===== config.mk =====
export PLATFORM = sky130hd
export DESIGN_NAME = ram_bist
export DESIGN_NICKNAME = d
export VERILOG_FILES = /design/src/rtl/ram_bist_pkg.sv /design/src/rtl/ram_bist_addr_gen.sv /design/src/rtl/ram_bist.sv
export SDC_FILE = /design/constraint.sdc
export NUM_CORES = 1
export LEC_CHECK = 0
export BUFFER_PORTS_ARGS = -buffer_cell sky130_fd_sc_hd__buf_2
export CORE_ASPECT_RATIO = 0.7
export CORE_MARGIN = 2
export CORE_UTILIZATION = 35
export CTS_CLUSTER_DIAMETER = 60
export CTS_CLUSTER_SIZE = 28
export DETAILED_ROUTE_END_ITERATION = 6
export GPL_TIMING_DRIVEN = 0
export MAX_ROUTING_LAYER = met4
export PLACE_DENSITY = 0.57
export SLEW_MARGIN = 15
export SYNTH_ARGS = -nofsm -noshare
export SYNTH_HDL_FRONTEND = slang
export SYNTH_SLANG_ARGS = --single-unit
export TNS_END_PERCENT = 50

===== constraint.sdc =====
create_clock -name clk -period 3.05 [get_ports clk]
set_input_delay 0.305 -clock clk [delete_from_list [all_inputs] [get_ports clk]]
set_output_delay 0.305 -clock clk [all_outputs]
set_load 0.005 [all_outputs]

===== src/rtl/ram_bist_pkg.sv =====
// rtl/ram_bist_pkg.sv - shared types, march element table and background constants for ram_bist
package ram_bist_pkg;

  typedef enum logic [2:0] {
    ST_IDLE,
    ST_WR,
    ST_RD,
    ST_CMP,
    ST_FIN
  } state_e;

  localparam logic [2:0] ELEM_E0 = 3'd0;
  localparam logic [2:0] ELEM_E1 = 3'd1;
  localparam logic [2:0] ELEM_E2 = 3'd2;
  localparam logic [2:0] ELEM_E3 = 3'd3;
  localparam logic [2:0] ELEM_E4 = 3'd4;
  localparam logic [2:0] ELEM_E5 = 3'd5;

  // Background selector values: which of the two patterns of a pass is meant.
  localparam logic BG_ZERO = 1'b0;
  localparam logic BG_ONE  = 1'b1;

  // Per-element behaviour: address direction, value expected on read,
  // whether the element writes back, and the value it writes.
  typedef struct packed {
    logic up;
    logic rd_val;
    logic has_wr;
    logic wr_val;
  } elem_op_t;

  function automatic elem_op_t elem_op(input logic [2:0] e);
    elem_op_t op;
    case (e)
      ELEM_E0: op = '{up: 1'b1, rd_val: BG_ZERO, has_wr: 1'b1, wr_val: BG_ZERO};
      ELEM_E1: op = '{up: 1'b1, rd_val: BG_ZERO, has_wr: 1'b1, wr_val: BG_ONE};
      ELEM_E2: op = '{up: 1'b1, rd_val: BG_ONE,  has_wr: 1'b1, wr_val: BG_ZERO};
      ELEM_E3: op = '{up: 1'b0, rd_val: BG_ZERO, has_wr: 1'b1, wr_val: BG_ONE};
      ELEM_E4: op = '{up: 1'b0, rd_val: BG_ONE,  has_wr: 1'b1, wr_val: BG_ZERO};
      default: op = '{up: 1'b0, rd_val: BG_ZERO, has_wr: 1'b0, wr_val: BG_ZERO};
    endcase
    return op;
  endfunction

endpackage


===== src/rtl/ram_bist_addr_gen.sv =====
// rtl/ram_bist_addr_gen.sv - up/down address counter with load, enable and terminal-count flag
module ram_bist_addr_gen #(
  parameter int ADDR_W = 4
) (
  input  logic              clk,
  input  logic              rst,
  input  logic              load,
  input  logic [ADDR_W-1:0] load_val,
  input  logic              en,
  input  logic              up,
  output logic [ADDR_W-1:0] addr,
  output logic              tc
);

  logic [ADDR_W-1:0] addr_q;

  // Load wins over count; counting wraps naturally at either end.
  always_ff @(posedge clk) begin
    if (rst) begin
      addr_q <= '0;
    end else if (load) begin
      addr_q <= load_val;
    end else if (en) begin
      addr_q <= up ? addr_q + 1'b1 : addr_q - 1'b1;
    end
  end

  assign addr = addr_q;
  assign tc   = up ? (&addr_q) : (~|addr_q);

endmodule


===== src/rtl/ram_bist.sv =====
// rtl/ram_bist.sv - March C- RAM BIST engine; RAM_BIST_CHECKERBOARD_EN adds a 55/AA second pass
module ram_bist
  import ram_bist_pkg::*;
#(
  parameter int ADDR_W = 4,
  parameter int DATA_W = 8
) (
  input  logic              clk,
  input  logic              rst,
  input  logic              start,
  output logic              busy,
  output logic              done,
  output logic              pass,
  output logic [ADDR_W-1:0] fail_addr,
  output logic [DATA_W-1:0] fail_data,
  output logic [3:0]        fail_elem,
  output logic              ram_we,
  output logic              ram_re,
  output logic [ADDR_W-1:0] ram_addr,
  output logic [DATA_W-1:0] ram_din,
  input  logic [DATA_W-1:0] ram_dout
);

  state_e            state_q;
  logic [2:0]        elem_q;
  logic              bgp_q;
  logic              busy_q, done_q, pass_q, we_q, re_q;
  logic [ADDR_W-1:0] fail_addr_q;
  logic [DATA_W-1:0] fail_data_q, din_q;
  logic [3:0]        fail_elem_q;

  logic              ag_load, ag_en, ag_tc;
  logic [ADDR_W-1:0] ag_load_val, ag_addr;
  elem_op_t          cur_op;
  logic              mismatch;

  // Background word: pass 0 is solid 0/1, pass 1 is the 55/AA checkerboard.
  function automatic logic [DATA_W-1:0] bg_word(input logic cb, input logic one);
    logic [DATA_W-1:0] w;
    for (int i = 0; i < DATA_W; i++) begin
      w[i] = cb ? (one ? i[0] : ~i[0]) : one;
    end
    return w;
  endfunction

  function automatic logic [ADDR_W-1:0] start_addr(input logic [2:0] e);
    return elem_op(e).up ? '0 : '1;
  endfunction

  assign cur_op   = elem_op(elem_q);
  assign mismatch = (state_q == ST_CMP) && (ram_dout != bg_word(bgp_q, cur_op.rd_val));

  ram_bist_addr_gen #(.ADDR_W(ADDR_W)) u_addr_gen (
    .clk      (clk),
    .rst      (rst),
    .load     (ag_load),
    .load_val (ag_load_val),
    .en       (ag_en),
    .up       (cur_op.up),
    .addr     (ag_addr),
    .tc       (ag_tc)
  );

  // Address sequencing: reload at element boundaries, step after each access.
  always_comb begin
    ag_load     = 1'b0;
    ag_load_val = '0;
    ag_en       = 1'b0;
    case (state_q)
      ST_IDLE: ag_load = start;
      ST_WR: begin
        if (ag_tc) begin
          ag_load     = 1'b1;
          ag_load_val = start_addr(ELEM_E1);
        end else begin
          ag_en = 1'b1;
        end
      end
      ST_CMP: begin
        if (!mismatch) begin
          if (ag_tc) begin
            ag_load     = 1'b1;
            ag_load_val = (elem_q == ELEM_E5) ? start_addr(ELEM_E0) : start_addr(elem_q + 3'd1);
          end else begin
            ag_en = 1'b1;
          end
        end
      end
      default: ;
    endcase
  end

  // Main test FSM with registered status and RAM strobes.
  always_ff @(posedge clk) begin
    if (rst) begin
      state_q     <= ST_IDLE;
      elem_q      <= ELEM_E0;
      bgp_q       <= 1'b0;
      busy_q      <= 1'b0;
      done_q      <= 1'b0;
      pass_q      <= 1'b0;
      we_q        <= 1'b0;
      re_q        <= 1'b0;
      din_q       <= '0;
      fail_addr_q <= '0;
      fail_data_q <= '0;
      fail_elem_q <= '0;
    end else begin
      done_q <= 1'b0;
      case (state_q)
        ST_IDLE: begin
          if (start) begin
            state_q     <= ST_WR;
            elem_q      <= ELEM_E0;
            bgp_q       <= 1'b0;
            busy_q      <= 1'b1;
            pass_q      <= 1'b0;
            fail_addr_q <= '0;
            fail_data_q <= '0;
            fail_elem_q <= '0;
            we_q        <= 1'b1;
            din_q       <= bg_word(1'b0, BG_ZERO);
          end
        end
        ST_WR: begin
          if (ag_tc) begin
            state_q <= ST_RD;
            elem_q  <= ELEM_E1;
            we_q    <= 1'b0;
            re_q    <= 1'b1;
          end
        end
        ST_RD: begin
          state_q <= ST_CMP;
          re_q    <= 1'b0;
          we_q    <= cur_op.has_wr;
          din_q   <= bg_word(bgp_q, cur_op.wr_val);
        end
        ST_CMP: begin
          we_q <= 1'b0;
          if (mismatch) begin
            state_q     <= ST_FIN;
            busy_q      <= 1'b0;
            done_q      <= 1'b1;
            pass_q      <= 1'b0;
            fail_addr_q <= ag_addr;
            fail_data_q <= ram_dout;
            fail_elem_q <= {bgp_q, elem_q};
          end else if (ag_tc && elem_q == ELEM_E5) begin
`ifdef RAM_BIST_CHECKERBOARD_EN
            if (!bgp_q) begin
              state_q <= ST_WR;
              elem_q  <= ELEM_E0;
              bgp_q   <= 1'b1;
              we_q    <= 1'b1;
              din_q   <= bg_word(1'b1, BG_ZERO);
            end else begin
              state_q <= ST_FIN;
              busy_q  <= 1'b0;
              done_q  <= 1'b1;
              pass_q  <= 1'b1;
            end
`else
            state_q <= ST_FIN;
            busy_q  <= 1'b0;
            done_q  <= 1'b1;
            pass_q  <= 1'b1;
`endif
          end else begin
            state_q <= ST_RD;
            re_q    <= 1'b1;
            if (ag_tc) elem_q <= elem_q + 3'd1;
          end
        end
        ST_FIN:  state_q <= ST_IDLE;
        default: state_q <= ST_IDLE;
      endcase
    end
  end

  assign busy      = busy_q;
  assign done      = done_q;
  assign pass      = pass_q;
  assign fail_addr = fail_addr_q;
  assign fail_data = fail_data_q;
  assign fail_elem = fail_elem_q;
  assign ram_re    = re_q;
  assign ram_addr  = ag_addr;
  assign ram_din   = din_q;
  // The write-back in CMP is decided before the read data arrives, so a
  // failing compare has to veto it in the same cycle.
  assign ram_we    = we_q & ~mismatch;

endmodule


==> impl_metrics.toml <==
[global_routing]
grt_pass1_wl_mm = 6.42
grt_pass1_vias = 1305
grt-ovfl-total = 0
antenna_found_initial = 0
grt_util_all_layers = 0.166
grt_max_degree = 12

[routing]
final_antenna_net_count = 0
wl_per_cell_um = 14.0
wl_mm = 3.92
viasPerCell = 5.11
drc = 0
firstDrtPassIters = 6
drt_iter0_markers = 76
vias = 1431

[finish]
layout_common_cells = "43 x buf_2, 31 x dfxtp_1, 15 x a22o_1"
area.growth.synth_to_final_pct = 22.1
design_area_um2 = 2010
final_nets = 243
mostFrequentLayoutCell = "buf_2"
drive_gt1_frac = 0.293
n_antenna_cell = 0

[timing]
period_share = 0.893
setup_ws_ns = 0.326
clock.fmax_mhz = 367
slew_headroom = 0.403
maxSlewViolCount = 0
rsz0062_at_grt = "false"
tns_ns = 0
timing.final.crit_period_ns = 2.72
hold_viol_final = 0
hold_ws_ns = 0.247
clock_skew_ns = 0.00624
worst_pin_slew_ns = 0.888
setup_viol = 0

[die]
die_w_um = 85.9
start_util = 0.371
pin_count = 44
die_h_um = 61.3
coreArea_um2 = 4430
dieArea_um2 = 5270
row_count = 20

[clock_network]
clock_sinks = 31
clockBufferDepth = 2
root_buffer = "clkbuf_8"
ctsHtreeMaxLevel = 2
post_cts_resized = 0
clk_pin_slew_worst_paths_ns = 0.07
cts_tree = "yes"
worstSkewPairLatency_ns = 0.29
postCtsSetupBuffers = 0
cts_buffers = 5
ctsHoldBuffers = 0

[worst_setup_path]
path_cells = "inv_1 > ha_1 > nor3_1 > or2_2 > ha_1 > a21o_2 > a21oi_1 > xnor3_1 > nand2_1 > a221oi_1"
cp.required_ns = 3.25
cp_max_fo = 5
cpMaxStageDelayCell = "nor3_1"
worst_ep_arrival_time_ns = 2.92
cp-start-kind = "flip-flop"
worstSetupPathType = "flip-flop to flip-flop"
max_stage_delay_ns = 0.53
end_kind = "flip-flop"
critical_path_buf_inv_count = 1
crit_family = "simple AND/OR/NAND/NOR gates"
crit_top_cell = "ha_1"
rrSetupSlack_ns = 0.33

[run_status]
outcome = "complete, no violations"

[place]
portBuffers = 41
place_congestion = 0.834
placed_area_um2 = 1920
pre_cts_ws_ns = 0.369
place_hpwl_mm = 3.02

[synthesis]
async_flop_share = 0
ys_seq_area_frac = 0.378
yosysUniqueCellTypes = 54
yosysWarnings = 0
syn_avg_cell_area_um2 = 9.33
synth_top_area_share = 0.378
synth_cells = 176
synth_area_leaders = "dfxtp_1 38%, a22o_1 8.0%, ha_1 5.3%, buf_4 3.7%, nor3_1 2.7%"
synth-seq-cells = 31
synthFlopType = "dfxtp_1"
synth_fp_nets = 195
synth_edf_count = 0
netlist.top_cell.by_area = "dfxtp_1"
syn_area_um2 = 1640

[worst_hold_path]
hold_class = "input pin to flip-flop"

[flow_run]
drv_cap = 0

[power]
peakVddDrop_v = 0.000192
powerDensity_nw_per_um2 = 490
p_leak_nw = 0.914
power_uw = 982
-- state kept, by name (all words and copies together) (netlist names) --
name / cells
state_q: 3
u_addr_gen.addr: 4
fail_data: 8
ram_re: 1
fail_addr: 4
fail_elem: 3
ram_din: 1
busy: 1
done: 1
we_q: 1
elem_q: 3
pass: 1
-- synth_stat cells, types with 2 or more instances --
cell type  count
clkbuf_1       5
nand4_1        2
a22o_1        15
nand3_1        2
nor2_1         8
nor4_1         4
or4_1          3
a21oi_1        6
dfxtp_1       31
inv_1          9
a211oi_1       3
nand2b_1       3
or2_2          2
o21a_1         2
nand2_1        3
buf_2          2
buf_4          8
nor3_1         9
o21bai_1       2
mux2i_1        3
ha_1           7
a221oi_1       3
nor3b_1        3
o21ai_0        8
nand3b_1       2
o31ai_1        3
-- report_power, final --
| part | switching (mW) | total (mW) | internal [mW] | leakage (nW) |
|---|---|---|---|---|
| logic | 0.111 | 0.203 | 0.0916 | 0.622 |
| clock network | 0.163 | 0.322 | 0.158 | 0.0402 |
| registers | 0.0288 | 0.457 | 0.428 | 0.252 |
-- cell type report --
type / count / area (um^2)
Buffer: 16 / 92.6
Clock buffer: 5 / 68.8
Inverter: 9 / 33.8
Tap cell: 55 / 68.8
Fill cell: 419 / 2420
Timing Repair Buffer: 41 / 205
Clock inverter: 3 / 20.0
Sequential cell: 31 / 621
Multi-Input combinational cell: 120 / 896
-- metrics by stage --
step | cells | utilization
final | 280 | 0.453
after detailed placement | 272 | 0.433
after CTS | 280 | 0.453
after global routing | 280 | 0.453
after floorplan | 176 | -
after global placement | 272 | 0.433
-- per-layer routing --
metal | share of wire | track usage
met1 | 0.57 | 0.252
met2 | 0.37 | 0.206
met3 | 0.045 | 0.0402
met4 | 0.012 | 0.0612
met5 | 0 | -
-- final timing paths --
check	startpoint	to	depth (start not counted)
setup / recovery	elem_q[1]$_SDFFE_PP0P_	u_addr_gen.addr[3]$_SDFFE_PP0P_	10
hold / removal	ram_dout[6]	fail_data[6]$_SDFFE_PP0P_	2
setup reg to reg	elem_q[1]$_SDFFE_PP0P_	u_addr_gen.addr[3]$_SDFFE_PP0P_	10
hold reg to reg	fail_elem[1]$_SDFFE_PP0P_	fail_elem[1]$_SDFFE_PP0P_	1
-- kinds of logic (layout without fill, tap and decap cells) --
| kind of cell | Yosys count | in the layout | synth area share |
|---|---|---|---|
| AO/OA/AOI/OAI | 52 | 52 | 0.234 |
| XOR/XNOR | 3 | 3 | 0.0244 |
| adder cells (fa/ha/maj) | 8 | 8 | 0.0655 |
| buffers and inverters | 25 | 74 | 0.0769 |
| flip-flops | 31 | 31 | 0.378 |
| multiplexers | 3 | 3 | 0.0183 |
| other | 1 | 1 | 0.00228 |
| AND/OR/NAND/NOR | 53 | 53 | 0.201 |
Power figures use the tool's default switching activity.
